$ cat config.mk
export PLATFORM = sky130hd
export DESIGN_NAME = core_bus_arbiter
export DESIGN_NICKNAME = d
export VERILOG_FILES = /design/src/rtl/core_bus_arbiter.sv
export SDC_FILE = /design/constraint.sdc
export NUM_CORES = 1
export LEC_CHECK = 0
export ABC_AREA = 1
export BUFFER_PORTS_ARGS = -buffer_cell sky130_fd_sc_hd__buf_2
export CAP_MARGIN = 20
export CORE_AREA = 2 2 109 111
export CTS_BUF_LIST = sky130_fd_sc_hd__clkbuf_4 sky130_fd_sc_hd__clkbuf_8
export DETAILED_ROUTE_END_ITERATION = 8
export DIE_AREA = 0 0 111 113
export PLACE_DENSITY = 0.6
export SLEW_MARGIN = 20
export SYNTH_ARGS = -nofsm -noshare
export SYNTH_HDL_FRONTEND = slang
export SYNTH_SLANG_ARGS = --single-unit
export TNS_END_PERCENT = 10
$ cat constraint.sdc
create_clock -name clk_i -period 1.6 [get_ports clk_i]
set_input_delay 0.24 -clock clk_i [delete_from_list [all_inputs] [get_ports clk_i]]
set_output_delay 0.24 -clock clk_i [all_outputs]
set_load 0.05 [all_outputs]
$ cat src/rtl/core_bus_arbiter.sv
// core_bus_arbiter: shares one core-side req/gnt/rvalid data port between
// N_MASTERS requesters (e.g. instruction fetch and LSU) in front of the
// core-to-AXI bridge.
//  - Round-robin selection. The selection is locked on the chosen master until
//    the slave grants, because the slave may take address and data on
//    different cycles.
//  - An owner FIFO records the master of every granted transaction, so each
//    response is routed back to its issuer, strictly in grant order.
//  - All request/grant/response paths are combinational. Only the
//    arbitration and bookkeeping state is registered.
// Build option: define CORE_ARB_FIXED_PRIO_EN for fixed-priority unlocked
// selection (lowest index wins, no round-robin pointer). Lock, FIFO and error
// behaviour are identical in both builds.
module core_bus_arbiter #(
  parameter int unsigned N_MASTERS          = 2,
  parameter int unsigned AXI4_ADDRESS_WIDTH = 32,
  parameter int unsigned MAX_OUTSTANDING    = 2
) (
  input  logic                                    clk_i,
  input  logic                                    rst_i,
  // master side
  input  logic [N_MASTERS-1:0]                    m_req_i,
  input  logic [N_MASTERS*AXI4_ADDRESS_WIDTH-1:0] m_addr_i,
  input  logic [N_MASTERS-1:0]                    m_we_i,
  input  logic [N_MASTERS*4-1:0]                  m_be_i,
  input  logic [N_MASTERS*32-1:0]                 m_wdata_i,
  output logic [N_MASTERS-1:0]                    m_gnt_o,
  output logic [N_MASTERS-1:0]                    m_rvalid_o,
  output logic [31:0]                             m_rdata_o,
  // slave side
  output logic                                    s_req_o,
  output logic [AXI4_ADDRESS_WIDTH-1:0]           s_addr_o,
  output logic                                    s_we_o,
  output logic [3:0]                              s_be_o,
  output logic [31:0]                             s_wdata_o,
  input  logic                                    s_gnt_i,
  input  logic                                    s_rvalid_i,
  input  logic [31:0]                             s_rdata_i,
  // sticky protocol error
  output logic                                    err_o
);

  localparam int unsigned AW   = AXI4_ADDRESS_WIDTH;
  localparam int unsigned DW   = 32;
  localparam int unsigned BW   = 4;
  localparam int unsigned IDXW = (N_MASTERS > 1) ? $clog2(N_MASTERS) : 1;
  localparam int unsigned PTRW = (MAX_OUTSTANDING > 1) ? $clog2(MAX_OUTSTANDING) : 1;
  localparam int unsigned CNTW = $clog2(MAX_OUTSTANDING + 1);

  localparam logic [IDXW-1:0] LAST_IDX = IDXW'(N_MASTERS - 1);
  localparam logic [PTRW-1:0] LAST_PTR = PTRW'(MAX_OUTSTANDING - 1);
  localparam logic [CNTW-1:0] DEPTH    = CNTW'(MAX_OUTSTANDING);

  typedef enum logic {
    ST_UNLOCKED = 1'b0,
    ST_LOCKED   = 1'b1
  } lock_state_t;

  // lock FSM
  lock_state_t     r_state;
  lock_state_t     w_state_nxt;
  logic [IDXW-1:0] r_owner;
  logic [IDXW-1:0] w_owner_nxt;

  // owner FIFO
  logic [IDXW-1:0] r_fifo [MAX_OUTSTANDING];
  logic [PTRW-1:0] r_wr_ptr;
  logic [PTRW-1:0] r_rd_ptr;
  logic [CNTW-1:0] r_count;
  logic            r_err;

  // datapath
  logic            w_lock;
  logic            w_any_req;
  logic            w_can_issue;
  logic            w_grant;
  logic            w_fifo_nempty;
  logic            w_push;
  logic            w_pop;
  logic            w_spurious;
  logic [IDXW-1:0] w_arb_sel;
  logic [IDXW-1:0] w_sel;
  logic [IDXW-1:0] w_head;

  // Advance a FIFO pointer, wrapping at the FIFO depth (depth need not be a power of 2).
  function automatic logic [PTRW-1:0] ptr_inc(input logic [PTRW-1:0] p);
    return (p == LAST_PTR) ? '0 : p + PTRW'(1);
  endfunction

  assign w_lock        = (r_state == ST_LOCKED);
  assign w_any_req     = |m_req_i;
  assign w_fifo_nempty = (r_count != '0);
  // A response popping in this cycle frees the slot a new grant would use.
  assign w_can_issue   = (r_count < DEPTH) | s_rvalid_i;
  assign w_sel         = w_lock ? r_owner : w_arb_sel;
  assign w_grant       = s_req_o & s_gnt_i;
  assign w_push        = w_grant;
  assign w_pop         = s_rvalid_i & w_fifo_nempty;
  // A push in the same cycle cannot satisfy a response: it is still spurious.
  assign w_spurious    = s_rvalid_i & ~w_fifo_nempty;
  assign w_head        = r_fifo[r_rd_ptr];

  assign s_req_o   = w_can_issue & (w_lock | w_any_req);
  assign m_rdata_o = s_rdata_i;
  assign err_o     = r_err;

`ifdef CORE_ARB_FIXED_PRIO_EN
  // Unlocked selection: lowest-index requesting master wins.
  always_comb begin
    w_arb_sel = '0;
    for (int i = int'(N_MASTERS) - 1; i >= 0; i--) begin
      if (m_req_i[IDXW'(i)]) begin
        w_arb_sel = IDXW'(i);
      end
    end
  end
`else
  logic [IDXW-1:0] r_rr_ptr;

  // Unlocked selection: first requester at or above r_rr_ptr, wrapping around.
  always_comb begin
    logic            found;
    logic [IDXW-1:0] cand;
    int              cand_i;
    w_arb_sel = '0;
    found     = 1'b0;
    cand      = '0;
    cand_i    = 0;
    for (int i = 0; i < int'(N_MASTERS); i++) begin
      cand_i = int'(r_rr_ptr) + i;
      if (cand_i >= int'(N_MASTERS)) begin
        cand_i = cand_i - int'(N_MASTERS);
      end
      cand = IDXW'(cand_i);
      if (!found && m_req_i[cand]) begin
        found     = 1'b1;
        w_arb_sel = cand;
      end
    end
  end

  // Round-robin pointer: move just past the master that was granted.
  always_ff @(posedge clk_i) begin
    if (rst_i) begin
      r_rr_ptr <= '0;
    end else if (w_grant) begin
      r_rr_ptr <= (w_sel == LAST_IDX) ? '0 : w_sel + IDXW'(1);
    end
  end
`endif

  // Route the selected master's request fields to the slave.
  always_comb begin
    s_addr_o  = '0;
    s_we_o    = 1'b0;
    s_be_o    = '0;
    s_wdata_o = '0;
    for (int k = 0; k < int'(N_MASTERS); k++) begin
      if (w_sel == IDXW'(k)) begin
        s_addr_o  = m_addr_i[k*int'(AW) +: AW];
        s_we_o    = m_we_i[k];
        s_be_o    = m_be_i[k*int'(BW) +: BW];
        s_wdata_o = m_wdata_i[k*int'(DW) +: DW];
      end
    end
  end

  // Per-master grant (to the selected master) and response (to the FIFO head).
  for (genvar g = 0; g < int'(N_MASTERS); g++) begin : g_master
    assign m_gnt_o[g]    = w_grant & (w_sel == IDXW'(g));
    assign m_rvalid_o[g] = w_pop & (w_head == IDXW'(g));
  end

  // Lock FSM state register.
  always_ff @(posedge clk_i) begin
    if (rst_i) begin
      r_state <= ST_UNLOCKED;
      r_owner <= '0;
    end else begin
      r_state <= w_state_nxt;
      r_owner <= w_owner_nxt;
    end
  end

  // Lock FSM next state: hold an issued-but-ungranted selection until the slave grants.
  always_comb begin
    w_state_nxt = r_state;
    w_owner_nxt = r_owner;
    case (r_state)
      ST_UNLOCKED: begin
        if (s_req_o && !s_gnt_i) begin
          w_state_nxt = ST_LOCKED;
          w_owner_nxt = w_sel;
        end
      end
      ST_LOCKED: begin
        if (s_gnt_i) begin
          w_state_nxt = ST_UNLOCKED;
        end
      end
      default: begin
        w_state_nxt = ST_UNLOCKED;
      end
    endcase
  end

  // Owner FIFO pointers and occupancy.
  always_ff @(posedge clk_i) begin
    if (rst_i) begin
      r_wr_ptr <= '0;
      r_rd_ptr <= '0;
      r_count  <= '0;
    end else begin
      if (w_push) begin
        r_wr_ptr <= ptr_inc(r_wr_ptr);
      end
      if (w_pop) begin
        r_rd_ptr <= ptr_inc(r_rd_ptr);
      end
      case ({w_push, w_pop})
        2'b10:   r_count <= r_count + CNTW'(1);
        2'b01:   r_count <= r_count - CNTW'(1);
        default: r_count <= r_count;
      endcase
    end
  end

  // Owner FIFO storage: entries are only read once written, so no reset is needed.
  always_ff @(posedge clk_i) begin
    if (w_push) begin
      r_fifo[r_wr_ptr] <= w_sel;
    end
  end

  // Sticky error on any response with nothing outstanding.
  always_ff @(posedge clk_i) begin
    if (rst_i) begin
      r_err <= 1'b0;
    end else if (w_spurious) begin
      r_err <= 1'b1;
    end
  end

endmodule

* Word-level counts from Yosys, hierarchy flattened
Memory sizes are Yosys's and may differ from the RTL's. A register that Yosys moved wholly into a read port is not among the register bits.
Index checks and enable logic that the tools add are counted.
** Word-level totals
- Flip-flop bits (word level) :: 8
- Memory bits (writable) :: 2
- Input port bits :: 176
- Output and inout port bits :: 107
- Word-level logic and storage cells :: 70
- Memories :: 1
** Memory list
- r_fifo :: words 2, bits a word 1, read ports 1, clocked after memory_dff 1, wr ports 1, line 66 : logic [IDXW-1:0] r_fifo [MAX_OUTSTANDING];
** Cells by class
- Add/sub/neg operators :: 8
- $lt $le $gt $ge :: 5
- Equality and inequality tests :: 2
- Mux-type cells :: 25
- Bitwise operators :: 14
- Reduce and logical (&&, ||, !) cells :: 8
** Operators with widths (count)
- $mux 32 :: 2
- $mux 1 :: 20
- $and 1x1->1 :: 8
- $lt 1x2->1 const B :: 2
- $mux 4 :: 1
- $not 1->1 :: 4
- $pmux 2 s2 :: 1
- $reduce_bool 2->1 :: 2
- $add 1x1->1 const B :: 3
- $add 1x1->2 const B :: 1
- $add 2x1->2 const B :: 1
- $eq 2x1->1 const B :: 1
- $eq 2x2->1 const B :: 1
- $ge 1x2->1 const B :: 1
- $ge 2x2->1 const B :: 1
- $logic_and 1x1->1 :: 2
- $logic_not 1->1 :: 2
- $lt 2x2->1 const B :: 1
- $or 1x1->1 :: 2
- $pmux 1 s2 :: 1
- $reduce_and 2->1 :: 1
- $reduce_or 2->1 :: 1
- $sub 1x1->1 const B :: 2
- $sub 2x1->2 const B :: 1

* Depth between registers and ports, before layout
Gate-level depths: netlist (run 1).
- Depth in word-level cells :: 11
- Mapped depth :: 8
- Gate-level depth less buffers :: 8

* Least setup slack after synthesis (run 1)
Ideal clock, no wire load.
- Path type :: reg-to-output
- From :: register r_state
- To :: output port m_gnt_o[0]
- Arrival :: 1398 ps
- Data required time :: 1360 ps
- Slack :: -38 ps
- Stages on the path, launching flop included :: 6
- Buffers on the path :: 1
- Cells stage by stage :: dfxtp_1 > nor2_2 > nand2_2 > nand2_4 > buf_4 > nor2_1
** On the way
- Elaborated cells between the ends (all ways) :: 6
- Those cells by class :: mux: 1; bitwise: 5
** RTL lines
- start, declared :: line 60 : lock_state_t r_state;
- start signal, assigned :: line 180 : r_state <= w_state_nxt;
- $mux 1 :: line 95 : assign w_sel = w_lock ? r_owner : w_arb_sel;
- via w_sel :: line 82 : logic [IDXW-1:0] w_sel;
- $not 1->1 :: line 170 : assign m_gnt_o[g] = w_grant & (w_sel == IDXW'(g));
- $and 1x1->1 :: line 170
- end, declared :: line 27 : output logic [N_MASTERS-1:0] m_gnt_o,
The timed path passes the listed nets, and every way through them passes these cells.

* Worst setup path after layout (run 1)
- From :: register r_state
- To :: output port s_wdata_o[1]
** On the way
- Cells in the longest elaborated chain, start to end :: 2
** Ends and longest elaborated chain
- $mux 1 :: line 95
- $mux 32 :: line 159 : if (w_sel == IDXW'(k)) begin
- end, declared :: line 35 : output logic [31:0] s_wdata_o,
Every way passes these cells.

==> flow_metrics.py, run 1 <==
metrics = {
    "global_routing": {
        "grt_pass1_vias": 2375,
        "grt_max_degree": 40,
        "grt.total_usage": 0.105,
        "grt_pass1_wl_um": 11100,
        "overflow": 0,
        "grt_antenna_before_repair": 0,
    },
    "cells_and_area": {
        "fin_nets": 690,
        "area_growth_pct": 95.9,
        "diodes": 0,
        "final_common_cell": "nand2_1",
        "layout_common_cells": "207 x nand2_1, 146 x buf_2, 66 x buf_6",
        "drive_gt1_frac": 0.502,
    },
    "timing": {
        "setup-tns-final_ns": -2.78,
        "fmax_mhz": 600,
        "hold_violations": 0,
        "worst_slack_ns": -0.0666,
        "rsz0062_at_grt": "yes",
        "tightest_slew_ns": 0.248,
        "report.final.slew_viol_count": 0,
        "fin_crit_ns": 1.67,
        "final.setup_skew_ns": 0.00122,
        "maxSlewHeadroom": 0.835,
        "min_period_over_period": 1.04,
        "finalSetupViolations": 69,
    },
    "synth": {
        "synth-edff-count": 2,
        "synth_nets": 503,
        "syn_avg_cell_area_um2": 5.20,
        "synthArstFlopShare": 0,
        "ys_seq_elements": 11,
        "synth.yosys.seq_area_share": 0.142,
        "yosysWarnings": 0,
        "netlist_area_um2": 1700,
        "synthCells": 326,
        "synth-main-ff-cell": "dfxtp_1",
        "synth_cell_types": 22,
    },
    "clock_network": {
        "cts_tree": "done",
        "cts_buffer_depth": 2,
        "h-tree-depth": 1,
        "clkTransAtPathRegs_ns": 0.05,
        "clkLatencyLatePin_ns": 0.23,
        "cts_buffers": 3,
        "root_buffer": "clkbuf_8",
        "cts_sinks": 11,
    },
    "hold_path": {
        "hold_path_class": "in -> reg",
    },
    "placed_design": {
        "place_worst_setup_slack_ns": 0.0438,
        "port_buffers": 218,
        "dp_hpwl_um": 5400,
        "gp_congestion": 0.684,
    },
    "outcome": {
        "violations": "negative setup slack",
        "outcome": "finished with violations",
    },
    "route": {
        "wl_per_cell_um": 11.2,
        "drt_iter0_markers": 38,
        "ant_nets": 0,
        "wirelength_um": 7320,
        "viasPerCell": 3.86,
        "num_vias": 2526,
        "drc": 0,
        "dr.pass1.iters": 4,
    },
    "power": {
        "power_mw": 2.93,
        "ir_drop_mv": 0.560,
        "cellPowerDensity_nw_per_um2": 882,
        "leakagePower_nw": 2.01,
    },
    "floorplan": {
        "rows": 39,
        "die_y_um": 113,
        "dieArea_um2": 12500,
        "start_util": 0.150,
        "fp.coreArea_um2": 11300,
        "die_w_um": 111,
        "pin_count": 283,
    },
    "worst_setup_path": {
        "critPathLaunchType": "flip-flop",
        "worst-endpoint-required_ns": 1.36,
        "critPathKind": "reg -> out",
        "cp_max_fo": 39,
        "critical_path_arrival_ns": 1.43,
        "crit_path_end_kind": "output pin",
    },
    "run": {
        "max-cap-violations": 0,
    },
}
## layer usage
layer	up-vias	global-route usage	wire, µm	share of wire
met5	-	0	0	0
met4	0	0.0183	90	0.012
met3	12	0.0364	830	0.11
met2	170	0.192	3720	0.51
met1	1032	0.119	2680	0.37
li1	1312	-	-	-
## sequential cells by signal, indices dropped and copies added, names as in the netlist, named ones only
register and flops:
r_rd_ptr 1, r_owner 1, r_fifo 2, err_o 1, r_rr_ptr 1, r_count 2
r_wr_ptr 1, r_state 1
## cell usage after synthesis, types with 2 or more instances
| cell type | n | area (µm²) |
|---|---|---|
| nand2_1 | 220 | 826 |
| buf_4 | 39 | 293 |
| inv_1 | 13 | 48.8 |
| nor2_1 | 12 | 45.0 |
| dfxtp_1 | 9 | 180 |
| buf_6 | 7 | 78.8 |
| a21oi_1 | 5 | 25.0 |
| o21ai_0 | 3 | 15.0 |
| edfxtp_1 | 2 | 60.1 |
| nand4_1 | 2 | 12.5 |
| nor2_2 | 2 | 12.5 |
| or2_2 | 2 | 12.5 |
## critical path, stage by stage (launching register included)
cell and delay, ns:
dfxtp_2 0.33, nor2_2 0.11, nand2_2 0.06, nand2_4 0.12, buf_12 0.21, nand2_1 0.07
nand2_1 0.09, buf_6 0.16
## power breakdown
part	internal [mW]	total, mW	switching (mW)
combinational	0.833	2.29	1.46
clock	0.191	0.290	0.0985
sequential	0.327	0.351	0.0240
total	1.35	2.93	1.58
## per-stage QoR
step	util	hold WS, ns	area [µm²]	std cells
finish	0.295	0.213	3320	655
CTS	0.289	0.207	3260	654
floorplan	-	0.309	1700	326
global placement	0.241	0.449	2710	648
global route	0.295	0.217	3320	655
detailed placement	0.241	0.456	2710	648
## final timing paths
path | to | depth (start not counted) | slack (ns) | start
max | s_wdata_o[1] | 7 | -0.07 | r_state
min reg2reg | err_o | 2 | 0.47 | err_o
min | r_wr_ptr | 2 | 0.21 | rst_i
max reg2reg | r_count[1] | 6 | 0.16 | r_count[1]
## cells by family (layout without fill, tap and decap cells)
family | count (synthesis) | after routing | synth area share
AND/OR/NAND/NOR | 244 | 244 | 0.565
buffers and inverters | 60 | 246 | 0.253
flip-flops | 11 | 11 | 0.142
AO/OA/AOI/OAI | 10 | 10 | 0.0325
adder cells (fa/ha/maj) | 1 | 1 | 0.00738
## layout make-up
type,instances,area [µm²]
sequential,11,241
clock buffer,4,48.8
inverter,14,60.1
timing repair buffer,228,1730
multi-input combinational,255,1060
tap,143,179
fill,1227,7950
## repair_timing
action                                  in CTS  in global routing
endpoints found under the setup margin      71                 72
resized for setup                          151                 11
gates cloned                                 1                  1
hold buffers                                 0                  0
buffers inserted                             1                  0
pin swaps                                   10                  0
No activity file was read; power rests on OpenSTA's default activity.
==> inputs of run 2 (changes only) <==
--- a/config.mk
+++ b/config.mk
@@ -17,4 +17,4 @@
 export SYNTH_ARGS = -nofsm -noshare
 export SYNTH_HDL_FRONTEND = slang
 export SYNTH_SLANG_ARGS = --single-unit
-export TNS_END_PERCENT = 10
+export TNS_END_PERCENT = 50
==> constraint.sdc (replaced) <==
create_clock -name clk_i -period 1.6 [get_ports clk_i]
set_input_delay 0.08 -clock clk_i [delete_from_list [all_inputs] [get_ports clk_i]]
set_output_delay 0.08 -clock clk_i [all_outputs]
set_load 0.05 [all_outputs]
==> flow_metrics.py, run 2 (synthesis results as in run 1) <==
metrics = {
    "outcome": {
        "outcome": "completed",
    },
    "hold_path": {
        "hold_path_class": "in -> reg",
        "min-delay-start": "rst_i",
    },
    "worst_setup_path": {
        "critPathLaunchType": "flip-flop",
        "startpoint": "r_state",
        "crit_path_end_kind": "output pin",
        "cp_max_fo": 38,
        "critical_path_arrival_ns": 1.46,
        "timing.rr.start": "r_count[0]",
        "critPathKind": "reg -> out",
        "worst-endpoint-required_ns": 1.52,
    },
    "cells_and_area": {
        "top_regs": "r_count (2), r_fifo (2)",
        "area_growth_pct": 86.3,
        "fin_nets": 688,
        "final_common_cell": "nand2_1",
        "layout_common_cells": "219 x nand2_1, 148 x buf_2, 43 x buf_6",
        "fillers": 1246,
        "drive_gt1_frac": 0.475,
        "utilization": 0.280,
        "diodes": 0,
    },
    "clock_network": {
        "h-tree-depth": 1,
        "cts_buffer_depth": 2,
        "cts_sinks": 11,
        "cts_buffers": 3,
        "clkTransAtPathRegs_ns": 0.05,
        "cts_setup_buffers": 0,
        "clkLatencyLatePin_ns": 0.24,
        "postCtsHoldBufs": 0,
        "root_buffer": "clkbuf_8",
        "cts_tree": "done",
    },
    "placed_design": {
        "gp_congestion": 0.737,
        "place_worst_setup_slack_ns": 0.147,
        "dp_hpwl_um": 5730,
        "port_buffers": 218,
    },
    "route": {
        "wl_per_cell_um": 11.7,
        "viasPerCell": 3.91,
        "dr.pass1.iters": 4,
        "drc": 0,
        "drt_iter0_markers": 57,
        "num_vias": 2554,
        "wirelength_um": 7640,
        "ant_nets": 0,
    },
    "power": {
        "leakagePower_nw": 1.96,
        "ir_drop_mv": 0.362,
        "cellPowerDensity_nw_per_um2": 896,
    },
    "global_routing": {
        "grt_antenna_before_repair": 0,
        "grt_pass1_wl_um": 10300,
        "overflow": 0,
        "grt_max_degree": 42,
        "grt_pass1_vias": 2152,
        "grt.total_usage": 0.0966,
    },
    "floorplan": {
        "dieArea_um2": 12500,
        "die_w_um": 111,
        "pin_count": 283,
        "fp.coreArea_um2": 11300,
        "rows": 39,
        "die_y_um": 113,
        "start_util": 0.150,
    },
    "timing": {
        "hold_violations": 0,
        "final.setup_skew_ns": 0.00475,
        "min_period_over_period": 0.964,
        "tightest_slew_ns": 0.270,
        "maxSlewHeadroom": 0.818,
        "worst_slack_ns": 0.0575,
        "rsz0062_at_grt": "yes",
        "finalSetupViolations": 0,
        "fin_crit_ns": 1.54,
        "report.final.slew_viol_count": 0,
        "fmax_mhz": 648,
    },
    "run": {
        "max-cap-violations": 0,
    },
}
-- run 2: cell types whose count changed in the layout (fill, tap and decap cells not counted) --
cell / delta
buf_6: -23
buf_4: +22
nand2_1: +12
nand2_2: -12
buf_8: -3
buf_2: +2
buf_16: -1
clkbuf_16: +1
nor2_1: +1
nor2_2: -1
-- run 2: critical path: stages (launching register included) --
cell	delay [ns]
dfxtp_2	0.33
nor2_2	0.11
nand2_2	0.06
nand2_4	0.12
buf_12	0.20
nand2_1	0.09
nand2_1	0.09
buf_4	0.20
-- run 2: cell type report --
type	instances	area, µm²	share of cell area
multi-input cells	255	1030	0.326
flip-flops and latches	11	241	0.0765
inverters	14	60.1	0.0190
repair buffers	226	1600	0.507
well taps	143	179	0.0567
clock buffers	4	48.8	0.0155
-- run 2: final timing paths --
| path | slack, ns | depth (start not counted) | endpoint |
|---|---|---|---|
| setup / recovery | 0.06 | 7 | s_addr_o[9] |
| hold / removal | 0.05 | 2 | r_state |
| setup reg to reg | 0.11 | 6 | r_count[1] |
| hold reg to reg | 0.47 | 2 | err_o |
-- run 2: through the flow --
stage	cells	hold slack (ns)	area (µm²)	power, mW	TNS, ns
floorplan	326	0.149	1700	1.95	0
global placement	646	0.160	2700	2.22	0
detailed placement	646	0.160	2700	2.22	0
CTS	650	0.0565	2760	2.54	0
global route	653	0.0666	3160	3.01	-0.666
finish	653	0.0530	3160	2.83	0
-- run 2: report_power, final --
part / leakage, nW / internal (mW) / switching (mW)
combinational: 1.84 / 0.752 / 1.43
sequential: 0.0938 / 0.327 / 0.0304
clock: 0.0262 / 0.192 / 0.101
-- run 2: per-layer routing --
metal / track usage / vias up / wire (µm)
li1: - / 1309 / -
met1: 0.109 / 1063 / 2640
met2: 0.176 / 174 / 4040
met3: 0.0354 / 8 / 898
met4: 0.0192 / 0 / 60
met5: 0 / - / 0
-- run 2: timing repair --
item	in CTS	in global routing
resized for setup	5	175
gates cloned	0	3
endpoints found under the setup margin	5	71
hold endpoints to repair	0	0
==> inputs of run 3 (changes only) <==
--- a/config.mk
+++ b/config.mk
@@ -12,7 +12,7 @@
 export CTS_BUF_LIST = sky130_fd_sc_hd__clkbuf_4 sky130_fd_sc_hd__clkbuf_8
 export DETAILED_ROUTE_END_ITERATION = 8
 export DIE_AREA = 0 0 111 113
-export PLACE_DENSITY = 0.6
+export PLACE_DENSITY = 0.62
 export SLEW_MARGIN = 20
 export SYNTH_ARGS = -nofsm -noshare
 export SYNTH_HDL_FRONTEND = slang
==> constraint.sdc (replaced) <==
create_clock -name clk_i -period 1.3 [get_ports clk_i]
set_input_delay 0.065 -clock clk_i [delete_from_list [all_inputs] [get_ports clk_i]]
set_output_delay 0.065 -clock clk_i [all_outputs]
set_load 0.05 [all_outputs]
==> flow_metrics.py, run 3 (synthesis results as in run 1) <==
metrics = {
    "worst_setup_path": {
        "cp_top_family": "simple AND/OR/NAND/NOR gates",
        "timing.rr.start": "r_count[1]",
        "crit_top_cell": "nand2_1",
        "cp_max_fo": 38,
        "startpoint": "r_state",
        "critPathKind": "reg -> out",
        "crit_slowest_cell": "dfxtp_2",
        "crit_chain": "nor2_2, nand2_2, nand2_4, buf_12, nand2_1, nand2_1, buf_6",
        "crit_buf_inv": 2,
        "critPathLaunchType": "flip-flop",
        "critical_path_arrival_ns": 1.43,
        "critical-path-max-stage-delay_ns": 0.33,
        "crit_path_end_kind": "output pin",
        "worst-endpoint-required_ns": 1.24,
    },
    "global_routing": {
        "overflow": 0,
        "use_met1": 0.110,
        "gr-usage-met2": 0.184,
        "grt_antenna_before_repair": 0,
        "grt_pass1_wl_um": 10600,
        "grt.total_usage": 0.101,
        "use_met3": 0.0428,
        "grt_pass1_vias": 2316,
        "grt.busiest_layer": "met2",
        "grt_max_degree": 39,
    },
    "route": {
        "drc": 0,
        "dr.pass1.iters": 4,
        "wl_per_cell_um": 10.4,
        "viasPerCell": 3.87,
        "wirelength_um": 6780,
        "num_vias": 2532,
        "drt_iter0_markers": 57,
        "ant_nets": 0,
    },
    "timing": {
        "rsz0062_at_grt": "yes",
        "worst_slack_ns": -0.194,
        "report.final.slew_viol_count": 0,
        "tightest_slew_ns": 0.253,
        "fin_crit_ns": 1.49,
        "final.setup_skew_ns": 0.00246,
        "maxSlewHeadroom": 0.832,
        "finalSetupViolations": 71,
        "min_period_over_period": 1.15,
        "fmax_mhz": 669,
        "setup-tns-final_ns": -11.27,
        "hold_violations": 0,
    },
    "cells_and_area": {
        "area_growth_pct": 95.8,
        "drive_gt1_frac": 0.504,
        "top_regs": "r_count (2), r_fifo (2)",
        "fin_nets": 690,
        "layout_common_cells": "210 x nand2_1, 145 x buf_2, 65 x buf_6",
        "utilization": 0.294,
        "final_common_cell": "nand2_1",
        "diodes": 0,
    },
    "floorplan": {
        "fp.coreArea_um2": 11300,
        "die_y_um": 113,
        "dieArea_um2": 12500,
        "rows": 39,
        "pin_count": 283,
        "die_w_um": 111,
        "start_util": 0.150,
    },
    "run": {
        "max-cap-violations": 0,
    },
    "placed_design": {
        "dp_hpwl_um": 5510,
        "port_buffers": 218,
        "place_worst_setup_slack_ns": -0.0203,
        "gp_congestion": 0.736,
    },
    "clock_network": {
        "root_buffer": "clkbuf_8",
        "h-tree-depth": 1,
        "clkLatencyLatePin_ns": 0.24,
        "cts_tree": "done",
        "postCtsHoldBufs": 0,
        "cts_buffer_depth": 2,
        "clkTransAtPathRegs_ns": 0.05,
        "cts_buffers": 3,
        "cts_sinks": 11,
    },
    "hold_path": {
        "hold_path_class": "in -> reg",
        "min-delay-start": "rst_i",
    },
    "outcome": {
        "outcome": "finished with violations",
        "violations": "negative setup slack",
    },
    "power": {
        "ir_drop_mv": 0.401,
        "cellPowerDensity_nw_per_um2": 1080,
        "leakagePower_nw": 1.99,
    },
}
run 3: cell count changes in the layout (fill, tap and decap cells not counted), moves of 2 or more:
cell,before,now
buf_6,43,65
buf_4,26,8
nand2_1,219,210
nand2_2,2,10
buf_8,1,5
buf_2,148,145
clkbuf_16,2,0
inv_1,13,11
inv_2,0,2
run 3: power by group:
part | internal, mW | switching (mW) | leakage (nW) | total (mW)
combinational | 1.03 | 1.77 | 1.87 | 2.79
sequential | 0.406 | 0.0370 | 0.0945 | 0.443
clock | 0.236 | 0.129 | 0.0262 | 0.366
run 3: worst reg2reg max path, cell delays in order (launching register included):
cell	delay (ns)
dfxtp_4	0.36
o21ai_4	0.16
inv_2	0.06
ha_4	0.15
or2_4	0.22
a31oi_1	0.12
nor2_1	0.05
run 3: path summary, 6_finish.rpt:
kind	endpoint	slack, ns	depth (start not counted)
setup / recovery	s_addr_o[7]	-0.19	7
hold / removal	r_state	0.02	2
setup reg to reg	r_count[1]	0.07	6
hold reg to reg	err_o	0.47	2
run 3: metrics by stage:
stage	hold WS [ns]	cells	total power, mW	cell area (µm²)
2_1_floorplan	0.127	326	2.43	1740
3_3_place_gp	0.130	651	2.80	2780
3_5_place_dp	0.130	651	2.80	2780
4_1_cts	0.0235	655	3.58	3270
5_1_grt	0.0434	655	3.81	3320
6_report	0.0236	655	3.60	3320
run 3: layout make-up:
class	count	area, µm²
Timing Repair Buffer	228	1700
Multi-Input combinational cell	255	1090
Inverter	14	57.6
Clock buffer	4	48.8
Fill cell	1232	7950
Sequential cell	11	245
Tap cell	143	179
run 3: timing repair:
action                     4_1_cts  5_1_grt
pin swaps                        7        6
setup endpoints to repair       71       75
setup buffers                    0        0
resized for setup              143       17
run 3: layer usage:
metal  vias to the layer above  part of all wire
li1                       1314                 -
met1                      1029              0.35
met2                       183              0.50
met3                         6              0.13
met4                         0            0.0096
met5                         -                 0
